File: src/rtl/lsu_fault_report.sv
// LSU fault reporter: carries dc1 access/misaligned faults down to dc3 and holds
// one pending mcause/mtval report for decode, counting faults dropped meanwhile.
module lsu_fault_report #(
  parameter int CNT_W = 8
) (
  input  logic             clk,
  input  logic             rst,
  input  logic             lsu_pkt_valid_dc1,
  input  logic             lsu_pkt_dma_dc1,
  input  logic             lsu_pkt_store_dc1,
  input  logic [31:0]      start_addr_dc1,
  input  logic             access_fault_dc1,
  input  logic             misaligned_fault_dc1,
  input  logic             lsu_freeze_dc3,
  input  logic             dec_tlu_flush_lower,
  input  logic             dec_exc_ack,
  output logic             lsu_exc_valid,
  output logic [3:0]       lsu_exc_cause,
  output logic [31:0]      lsu_exc_addr,
  output logic [CNT_W-1:0] lsu_exc_drop_cnt
);

  typedef enum logic {IDLE, PEND} state_t;

  function automatic logic [CNT_W-1:0] sat_inc(input logic [CNT_W-1:0] v);
    return (&v) ? v : v + {{(CNT_W-1){1'b0}}, 1'b1};
  endfunction

  // dc1: fault qualification and cause encoding (access outranks misaligned)
  logic        vld_p0;
  logic [3:0]  cause_p0;
  assign vld_p0   = lsu_pkt_valid_dc1 & ~lsu_pkt_dma_dc1 &
                    (access_fault_dc1 | misaligned_fault_dc1);
  assign cause_p0 = {2'b01, lsu_pkt_store_dc1, access_fault_dc1};

  // dc2 (_p1) and dc3 (_p2)
  logic        vld_p1, vld_p2;
  logic [3:0]  cause_p1, cause_p2;
  logic [31:0] addr_p1, addr_p2;

  always_ff @(posedge clk) begin
    if (rst) begin
      vld_p1   <= 1'b0;
      vld_p2   <= 1'b0;
      cause_p1 <= '0;
      cause_p2 <= '0;
      addr_p1  <= '0;
      addr_p2  <= '0;
    end else begin
      if (!lsu_freeze_dc3) begin
        vld_p1   <= vld_p0;
        cause_p1 <= cause_p0;
        addr_p1  <= start_addr_dc1;
        vld_p2   <= vld_p1;
        cause_p2 <= cause_p1;
        addr_p2  <= addr_p1;
      end
      if (dec_tlu_flush_lower) begin
        vld_p1 <= 1'b0;
        vld_p2 <= 1'b0;
      end
    end
  end

  // report FSM: a frozen dc3 entry is only taken on the cycle the freeze lifts
  logic take_p2;
  assign take_p2 = vld_p2 & ~lsu_freeze_dc3;

  state_t     state, state_nxt;
  logic       load, drop;
  logic [3:0] cause_q;
  logic [31:0] addr_q;
  logic [CNT_W-1:0] drop_cnt_q;

  always_ff @(posedge clk) begin
    if (rst) state <= IDLE;
    else     state <= state_nxt;
  end

  always_comb begin
    state_nxt = state;
    load      = 1'b0;
    drop      = 1'b0;
    case (state)
      IDLE: begin
        if (!dec_tlu_flush_lower && take_p2) begin
          load      = 1'b1;
          state_nxt = PEND;
        end
      end
      PEND: begin
        if (dec_tlu_flush_lower) begin
          state_nxt = IDLE;
        end else if (dec_exc_ack) begin
          if (take_p2) load = 1'b1;
          else         state_nxt = IDLE;
        end else if (take_p2) begin
          drop = 1'b1;
        end
      end
      default: state_nxt = IDLE;
    endcase
  end

  always_ff @(posedge clk) begin
    if (rst) begin
      cause_q    <= '0;
      addr_q     <= '0;
      drop_cnt_q <= '0;
    end else begin
      if (load) begin
        cause_q <= cause_p2;
        addr_q  <= addr_p2;
      end
      if (drop) drop_cnt_q <= sat_inc(drop_cnt_q);
    end
  end

  always_comb begin
    lsu_exc_valid    = (state == PEND);
    lsu_exc_cause    = lsu_exc_valid ? cause_q : 4'd0;
    lsu_exc_addr     = lsu_exc_valid ? addr_q : 32'd0;
    lsu_exc_drop_cnt = drop_cnt_q;
  end

endmodule

File: config.mk
export PLATFORM = sky130hd
export DESIGN_NAME = lsu_fault_report
export DESIGN_NICKNAME = d
export VERILOG_FILES = /design/src/rtl/lsu_fault_report.sv
export SDC_FILE = /design/constraint.sdc
export NUM_CORES = 1
export LEC_CHECK = 0
export CELL_PAD_IN_SITES_DETAIL_PLACEMENT = 0
export CELL_PAD_IN_SITES_GLOBAL_PLACEMENT = 1
export CORE_ASPECT_RATIO = 2
export CORE_MARGIN = 4
export CORE_UTILIZATION = 35
export DETAILED_ROUTE_END_ITERATION = 12
export MAX_ROUTING_LAYER = met4
export PLACE_DENSITY = 0.81
export SLEW_MARGIN = 20
export SYNTH_ARGS = -nofsm -noshare
export SYNTH_HDL_FRONTEND = slang
export SYNTH_SLANG_ARGS = --single-unit
File: constraint.sdc
create_clock -name clk -period 2.5 [get_ports clk]
set_input_delay 0.5 -clock clk [delete_from_list [all_inputs] [get_ports clk]]
set_output_delay 0.5 -clock clk [all_outputs]
set_load 0.03 [all_outputs]
-- Word level (Yosys, flattened, before mapping)
Cells that the tools add are included.
- register bits: 116
- output and inout bits: 45
- logic and storage cells: 37
- add/subtract/negate cells: 1
- muxes and demuxes: 13
- bitwise gates (word level): 8
- reductions and logical operators: 5
- operator list (operator ; number):
    two-way mux 32 bit ; 1
    two-way mux 1 bit ; 9
    adder 8 x 1 -> 8 bit (second input constant) ; 1
    AND reduction 8 bit ; 1
    NOT 1 bit ; 4
    one-hot mux 1 bit (2 select lines) ; 2
    bitwise AND 1 bit ; 3
    two-way mux 3 bit ; 1
    AND reduction 2 bit ; 1
    OR reduction 2 bit ; 1
    logical AND 1 bit ; 1
    logical NOT 1 bit ; 1
    bitwise OR 1 bit ; 1

-- Logic depth before layout (Yosys ltp)
- word-level depth: 7
- gate-level depth with buffers: 5
- depth with buffers taken out: 4

-- Worst setup path before layout
Ideal clock, no wire load.
- kind: reg-to-output
- start point: register state, in the netlist lsu_exc_valid
- end point: output lsu_exc_addr[10]
- arrival time: 1.314 ns
- required time: 2.000 ns
- setup slack: 0.686 ns
- cell stages (with the launch flop): 4
- path through: dfxtp_1 clkbuf_1 clkbuf_1 and2_1
- word-level cells in the longest chain between the ends: 1
- ends and longest elaborated chain (what ; line ; source):
    start, declared ; 69 ; state_t state, state_nxt;
    start signal, assigned ; 77 ; else state <= state_nxt;
    two-way mux 32 bit ; 122 ; lsu_exc_addr = lsu_exc_valid ? addr_q : 32'd0;
    end, declared ; 19 ; output logic [31:0] lsu_exc_addr,
Every way passes these cells.

-- Worst setup path in the final report
- start point: register drop_cnt_q[2], in the netlist lsu_exc_drop_cnt[2]
- end point: output lsu_exc_drop_cnt[2]
- RTL lines (what ; line ; source):
    start, declared ; 73 ; logic [CNT_W-1:0] drop_cnt_q;
    start signal, assigned ; 115 ; if (drop) drop_cnt_q <= sat_inc(drop_cnt_q);
    end, declared ; 20 ; output logic [CNT_W-1:0] lsu_exc_drop_cnt
No word-level cell between the ends.

==> flow_summary.json <==
{
  "status": "finished, final reports clean",
  "gp_congestion": 0.7501,
  "num_rows": 58,
  "diodes": 0,
  "insertion_delay_ns": 0.40,
  "crit_chain": "clkdlybuf4s50_1",
  "tns_ns": 0,
  "rr_worst_depth": 4,
  "firstDrtPassIters": 4,
  "dp_hpwl_um": 7293,
  "skew_ns": 0.008578,
  "grt_pass1_vias": 3529,
  "drv_slew": 0,
  "max_slew_margin_pct": 55.72,
  "final_util_pct": 47.78,
  "core_area_sq_mm": 0.01270,
  "clock-root-buffer": "clkbuf_16",
  "hold_buffers": 0,
  "synth_cell_type_count": 35,
  "die_area_sq_mm": 0.01507,
  "ios": 87,
  "final_area_sq_mm": 0.006068,
  "yosysSeqAreaShare_pct": 50.77,
  "drt_iter0_drc": 183,
  "r2r-start": "lsu_exc_drop_cnt[0]",
  "path_depth": 1,
  "rsz0062_at_grt": "false",
  "start_util_pct": 36.02,
  "crit_fanout": 9,
  "syn2layout_area_growth_pct": 32.66,
  "netlist_instances": 491,
  "criticalPathCategory": "reg2out",
  "post_cts_resized": 0,
  "p_total_mw": 4.306,
  "grt-ovfl-total": 0,
  "syn_area_per_cell_sq_um": 9.316,
  "pre_cts_ws_ns": 0.3090,
  "post-route-min-period_ns": 2.112,
  "drive_above_1_share_pct": 14.41,
  "required_ns": 2.00,
  "layout.nets": 608,
  "grt_max_degree": 47,
  "synth_warnings": 0,
  "r2r_end": "lsu_exc_drop_cnt[0]",
  "period_share_pct": 84.48,
  "p_per_area_mw_per_mm2": 709.6,
  "critical_path.endpoint": "lsu_exc_drop_cnt[2]",
  "critPathBufInv": 1,
  "synth_area_sq_mm": 0.004574,
  "grt_usage_pct": 15.35,
  "htree_levels": 4,
  "antenna_left": 0,
  "fmax_mhz": 473.5,
  "worstSetupStartpoint": "lsu_exc_drop_cnt[2]",
  "hold_viol": 0,
  "cp_data_arrival_time_ns": 1.61,
  "post_cts_buffers": 0,
  "cts_tree": "done",
  "ys_ff_latch": 116,
  "die_y_um": 169.7,
  "drc": 0,
  "place_area_sq_mm": 0.005537,
  "worst_setup_path_end_kind": "output pin",
  "clk_pin_slew_ns": 0.05,
  "vias_per_cell": 5.067,
  "max_stage_delay_ns": 0.74,
  "worstMarginPinSlew_ns": 0.6642,
  "setup_ws_ns": 0.3879,
  "cts_buffer_depth": 2,
  "fp.dieW_um": 88.84,
  "dp_cells": 696,
  "grt_pass1_wl_um": 17240,
  "p_leak_nw": 2.478,
  "routedWlPerCell_um": 14.77,
  "ir_worst_vdd_mv": 0.5092,
  "stdcell_count": 726,
  "startpoint_type": "flip-flop",
  "port_buffers": 85,
  "synth.net_count": 534,
  "cap_violations": 0,
  "slowest_stage": "clkdlybuf4s50_1",
  "wl_um": 10720,
  "antenna_found_initial": 0,
  "hold_ws_ns": 0.4489,
  "clock_sinks": 116,
  "cts_buffers": 17,
  "hold_path_class": "reg2reg",
  "vias": 3679,
  "setup_viol": 0,
  "cpLargestDelayFamily": "buffers and inverters",
  "reg2reg_slack_ns": 0.85
}
power breakdown:
| group | internal [mW] | leakage (nW) | switching [mW] | total, mW |
|---|---|---|---|---|
| Clock | 1.38 | 0.262 | 0.765 | 2.14 |
| Combinational | 0.124 | 1.27 | 0.105 | 0.229 |
| Sequential | 1.91 | 0.944 | 0.0260 | 1.93 |
cell usage in the layout, fill, tap and decap left out, types with 2 or more instances in the layout:
master / count
clkdlybuf4s50_1: 47
and3_1: 2
inv_1: 4
dfxtp_1: 116
a311oi_1: 2
clkbuf_8: 5
nand2b_1: 2
buf_12: 7
mux2i_1: 71
a21boi_0: 2
clkbuf_16: 17
buf_4: 44
a41oi_1: 2
clkbuf_1: 4
nor4_1: 3
nand2_1: 2
o21ai_0: 35
nor3_1: 2
nand3_1: 37
a31oi_1: 2
a211oi_2: 2
a21oi_1: 38
clkinv_2: 3
a211oi_1: 4
and2_1: 36
nor2_1: 72
layer usage:
metal | global-route usage, % | wire length (um) | vias up
li1 | - | - | 1837
met1 | 15.89 | 4202 | 1736
met2 | 26.80 | 5850 | 91
met3 | 3.158 | 386 | 15
met4 | 7.434 | 285 | 0
met5 | - | 0 | -
synthesized netlist by cell type:
library cell  instances  share of area [%]
a211oi_1              4               0.66
a211oi_2              2               0.55
a21boi_0              2               0.33
a21oi_1              38                4.2
a311oi_1              2               0.38
a31oi_1               2               0.27
a41oi_1               2               0.38
and2_1               36                4.9
and3_1                2               0.27
and3b_1               1               0.19
and4_1                1               0.19
and4b_1               1               0.22
buf_1                 2               0.16
buf_2                10                1.1
buf_4                 1               0.16
clkbuf_1             30                2.5
conb_1                1              0.082
dfxtp_1             116                 51
ha_1                  1               0.27
inv_1                 4               0.33
mux2_2                1               0.25
mux2i_1              71                 16
nand2_1               2               0.16
nand2b_1              3               0.41
nand3_1              37                4.0
nand4b_1              1               0.19
nor2_1               72                5.9
nor2b_1               2               0.27
nor3_1                2               0.22
nor3b_2               1               0.27
nor4_1                3               0.41
o2111ai_1             1               0.19
o21ai_0              35                3.8
o41a_1                1               0.25
or3b_1                1               0.19
worst min path at each step:
| stage | cells past startpoint | startpoint | to | slack, ns |
|---|---|---|---|---|
| floorplan | 2 | cause_p1[2] | cause_p1[2] | 0.43 |
| global placement | 2 | cause_p1[2] | cause_p1[2] | 0.44 |
| finish | 2 | cause_p1[2] | cause_p1[2] | 0.45 |
| detailed placement | 2 | cause_p1[2] | cause_p1[2] | 0.44 |
| global route | 2 | cause_p1[2] | cause_p1[2] | 0.46 |
| CTS | 2 | cause_p1[2] | cause_p1[2] | 0.45 |
sequential cells by signal, summed over array words and instances, names as in the netlist:
signal and flops:
addr_p2 32, addr_q 32, cause_p1 3, cause_q 3
cause_p2 3, addr_p1 32, lsu_exc_drop_cnt 8, lsu_exc_valid 1
vld_p2 1, vld_p1 1
area by class of cell:
class                      count  area, sq um
clock buffer                  26        509.2
clock inverter                 4        22.52
fill                        1185         6631
inverter                       4        15.01
multi-input combinational    328         2071
sequential                   116         2322
tap                          150        187.7
timing repair buffer          98        940.9
cells by family after synthesis:
kind of cell    after synthesis  share of synthesized area (%)
buf+inv                      47                          4.212
mux                          72                          15.78
other cells                   1                        0.08198
flops                       116                          50.77
simple gates                165                          17.89
fa+ha+maj                     1                         0.2735
compound gates               89                          11.00
(Power assumes the default switching activity.)
